--- config.mk ---
export PLATFORM = sky130hd
export DESIGN_NAME = fsm_tx
export DESIGN_NICKNAME = d
export VERILOG_FILES = /design/src/rtl/fsm_tx.sv
export SDC_FILE = /design/constraint.sdc
export NUM_CORES = 1
export LEC_CHECK = 0
export BUFFER_PORTS_ARGS = -buffer_cell sky130_fd_sc_hd__buf_2
export CAP_MARGIN = 5
export CORE_MARGIN = 5
export CORE_UTILIZATION = 58
export CTS_CLUSTER_SIZE = 20
export DETAILED_ROUTE_END_ITERATION = 6
export PLACE_DENSITY = 0.79
export SYNTH_ARGS = -nofsm -noshare
export SYNTH_HDL_FRONTEND = slang
export SYNTH_SLANG_ARGS = --single-unit
export TNS_END_PERCENT = 50
--- constraint.sdc ---
create_clock -name clk -period 2.88 [get_ports clk]
set_clock_uncertainty 0.05 [all_clocks]
set_input_delay 0.144 -clock clk [delete_from_list [all_inputs] [get_ports clk]]
set_output_delay 0.144 -clock clk [all_outputs]
set_load 0.01 [all_outputs]
--- src/rtl/fsm_tx.sv ---
// Self-starting 8N1 UART transmitter: after each reset release it sends one
// frame of datain on x, raises Done, and then holds the line idle until the next reset.
module fsm_tx #(
   parameter int TICK_DIV = 16
) (
   input  logic       clk,
   input  logic       reset,
   input  logic [7:0] datain,
   output logic       x,
   output logic       tick,
   output logic       Done
);

   localparam int             CW      = $clog2(TICK_DIV);
   localparam logic [CW-1:0]  CNT_MAX = CW'(TICK_DIV - 1);

   typedef enum logic [2:0] {IDLE, START, DATA, STOP, DONE} state_t;

   state_t        state_q, state_d;
   logic [CW-1:0] cnt_q;
   logic          tick_q;
   logic          tx_q, tx_d;
   logic          done_q, done_d;
   logic [2:0]    idx_q, idx_d;
   logic [7:0]    shift_q, shift_d;

   // The baud strobe is registered, so it rises one clk after the count hits its maximum.
   always_ff @(posedge clk or negedge reset) begin
      if (!reset) begin
         cnt_q  <= '0;
         tick_q <= 1'b0;
      end else begin
         cnt_q  <= (cnt_q == CNT_MAX) ? '0 : cnt_q + CW'(1);
         tick_q <= (cnt_q == CNT_MAX);
      end
   end

   always_ff @(posedge clk or negedge reset) begin
      if (!reset) begin
         state_q <= IDLE;
         tx_q    <= 1'b1;
         done_q  <= 1'b0;
         idx_q   <= '0;
         shift_q <= '0;
      end else begin
         state_q <= state_d;
         tx_q    <= tx_d;
         done_q  <= done_d;
         idx_q   <= idx_d;
         shift_q <= shift_d;
      end
   end

   always_comb begin
      state_d = state_q;
      if (tick_q) begin
         case (state_q)
            IDLE:    state_d = START;
            START:   state_d = DATA;
            DATA:    if (idx_q == 3'd7) state_d = STOP;
            STOP:    state_d = DONE;
            default: state_d = DONE;
         endcase
      end
   end

   // datain is captured only when leaving IDLE; the frame then runs from shift_q.
   always_comb begin
      tx_d    = tx_q;
      done_d  = done_q;
      idx_d   = idx_q;
      shift_d = shift_q;
      if (tick_q) begin
         case (state_q)
            IDLE: begin
               shift_d = datain;
               tx_d    = 1'b0;
            end
            START: begin
               tx_d  = shift_q[0];
               idx_d = '0;
            end
            DATA: begin
               if (idx_q == 3'd7) begin
                  tx_d = 1'b1;
               end else begin
                  idx_d = idx_q + 3'd1;
                  tx_d  = shift_q[idx_q + 3'd1];
               end
            end
            STOP: begin
               tx_d   = 1'b1;
               done_d = 1'b1;
            end
            default: begin
               tx_d   = 1'b1;
               done_d = 1'b1;
            end
         endcase
      end
   end

   assign x    = tx_q;
   assign tick = tick_q;
   assign Done = done_q;

endmodule

==> impl_metrics.csv <==
group,metric,value,unit
outcome,status,"complete, no violations",
synthesis,synth_mux_area_frac,0.1559,
run,maxCapViolations,0,
finish,final_cell_area,1097,um2
detailed_routing,vias_per_cell,5.852,
synthesis,yosys_warnings,0,
place,place_area,1040,um2
worst_setup_path,critPathTopFamily,"flip-flops",
synthesis,syn_inst,76,
die,start_util,0.6299,
die,core_region_area,1541,um2
synthesis,synth-edff-count,0,
clocking,clock-sinks,21,
timing,finalCritPeriodShare,0.6321,
power,clkPwrFrac,0.295,
clocking,cts-buffers-inserted,3,
finish,drive_gt1_frac,0.3152,
place,dp_hpwl,1148,um
timing,max_freq,0.5493,GHz
detailed_routing,antenna_left,0,
clocking,root_buffer,"clkbuf_4",
synthesis,synth_top_family_by_area,"multiplexers",
clocking,cts_buffer_depth,2,
die,die_area,2592,um2
timing,whs,0.01643,ns
worst_setup_path,cp_common_cell,"ha_1",
power,power_frac_seq,0.654,
finish,area_growth,13.02,%
worst_setup_path,slowest_stage,"dfrtp_1",
die,die_h,50.92,um
synthesis,synth.most_common_cell,"dfrtp_1",
timing,rsz0062_at_grt,"false",
detailed_routing,firstDrtPassIters,5,
grt,grt_overflow,0,
timing,fin_crit,1.820,ns
power,power_frac_comb,0.051,
clocking,cts_resized,0,
worst_setup_path,worstPathRequired,3.07,ns
die,dieWidth,50.92,um
detailed_routing,routedWlPerCell,14.25,um
timing,finalHoldViolCount,0,
worst_setup_path,cp-start-kind,"flop",
detailed_routing,finalWirelength,1539,um
synthesis,synth_top_cell_by_area,"dfrtp_1",
synthesis,synthFlopType,"dfrtp_1",
synthesis,synth_cell_types,28,
grt,grt_max_degree,22,
power,vdd_drop_max,346.8,uV
synthesis,yosys-top-cells-area,"dfrtp_1 52%, mux2_2 10%, mux2i_1 5.2%",
synthesis,synthAdderAreaFrac,0.03866,
synthesis,ys_seq_area_frac,0.5425,
worst_setup_path,path_class,"flop to flop",
die,num_rows,14,
power,powerDensity,425.7,nW/um2
power,p_sw,100.2,uW
min_path,worstHoldPathType,"primary input to flop",
worst_setup_path,path_max_fanout,7,
synthesis,synth_xor_area_frac,0.009021,
timing,slew_violations,0,
synthesis,synth_compound_area_frac,0.1366,
timing,finalSetupViolCount,0,
timing,finalSetupTns,0,ns
timing,max_slew_margin,0.6987,
worst_setup_path,critPathBufInv,0,
worst_setup_path,cp_slowest_stage_delay,0.50,ns
power,p_leak,0.5392,nW
synthesis,synthArstFlopShare,1.000,
grt,grtUsageTotal,0.1432,
synthesis,synthesis.nets,89,
synthesis,synth_seq_cells,21,
worst_setup_path,end_kind,"flop",
synthesis,synth_simple_gate_area_frac,0.1018,
clocking,post_cts_buffers,0,
clocking,cts_hold_buf,1,
power,internal_power,367.0,uW
detailed_routing,drc,0,
grt,antenna_found_initial,0,
detailed_routing,drt_iter0_drc,14,
synthesis,avgSynthCellArea,12.78,um2
clocking,clock_latency,0.30,ns
finish,nNetsFinal,106,
worst_setup_path,cp_cell_sequence,"ha_1 > ha_1 > nor4b_2 > o31ai_1 > o31a_1",
worst_setup_path,crit_arrival,2.01,ns
grt,grt_pass1_vias,637,
synthesis,netlist.area_leader.share,0.5155,
finish,diodes,0,
synthesis,synth_common_cells,"20 x dfrtp_1, 9 x mux2_2, 5 x a22o_1, 5 x mux2i_1, 5 x o21ai_0",
clocking,cts_tree,"built",
place,portBuffers,12,
place,gp_congestion,0.7530,
synthesis,syn_area,970.9,um2
die,num_io_pins,13,
power,switching_share,0.2144,
clocking,path_clk_slew,0.11,ns
timing,tightest_slew,0.4520,ns
grt,grt_pass1_wl,2822,um
clocking,htree_levels,1,
detailed_routing,vias,632,
==> registers in the layout, indices dropped and copies added, names as in the netlist <==
signal   flops
Done         1
cnt_q        4
idx_q        3
shift_q      8
state_q      3
tick         1
x            1
==> power groups by stage <==
stage	clock network [mW]	logic, mW	registers, mW
after CTS	0.144	0.0228	0.305
after floorplan	0	0.00821	0.310
after global routing	0.163	0.0281	0.307
after global placement	0	0.0207	0.311
after detailed placement	0	0.0216	0.311
final	0.138	0.0240	0.305
==> cell type report <==
cell class                 count  area [um2]
multi-input combinational     51       429.2
fill                         115       444.2
inverter                       1       3.754
clock buffer                   3       22.52
timing repair buffer          15       90.09
sequential                    21       526.8
clock inverter                 1       5.005
tap                           16       20.02
==> metal layers <==
layer  share of wire  GRT usage  routed length (um)
met1            0.44     0.1844                 675
met2            0.50     0.2314                 773
met3           0.045    0.03779                  70
met4           0.012    0.05106                  19
met5               0          0                   0
==> metrics by stage <==
step	utilization	worst slack (ns)	std cells	power (mW)
finish	0.7119	1.060	108	0.4671
global placement	0.6745	1.094	101	0.3314
floorplan	-	1.314	76	0.3185
detailed placement	0.6745	1.047	101	0.3328
CTS	0.6989	1.029	106	0.4719
global route	0.7119	0.9412	108	0.4978
==> cells in the final DEF, fill, tap and decap left out, types with 2 or more instances in the layout <==
master	n
mux2i_1	5
nand2_1	3
clkbuf_4	3
o21ai_0	5
a21o_1	2
ha_1	3
a21oi_1	2
mux2_2	9
dfrtp_1	20
dlygate4sd3_1	3
a22o_1	5
buf_2	12
nor2_1	2
==> logic make-up (layout without fill, tap and decap cells) <==
logic type / Yosys count / after routing
mux: 14 / 14
flops: 21 / 21
buf+inv: 4 / 20
simple gates: 14 / 14
xor+xnor: 1 / 1
compound gates: 19 / 19
fa+ha+maj: 3 / 3
==> path summary, 6_finish.rpt <==
path                       slack (ns)  cells past startpoint            startpoint                     end
max in group asynchronous        2.19                      2                 reset           x$_DFFE_PN1P_
min in group asynchronous        0.25                      2                 reset  shift_q[6]$_DFFE_PN0P_
min reg2reg                      0.41                      1      Done$_DFFE_PN0P_        Done$_DFFE_PN0P_
max reg2reg                      1.06                      5  idx_q[0]$_DFFE_PN0P_           x$_DFFE_PN1P_
min                              0.02                      2             datain[4]  shift_q[4]$_DFFE_PN0P_
max                              1.06                      5  idx_q[0]$_DFFE_PN0P_           x$_DFFE_PN1P_
(Power assumes the default switching activity.)
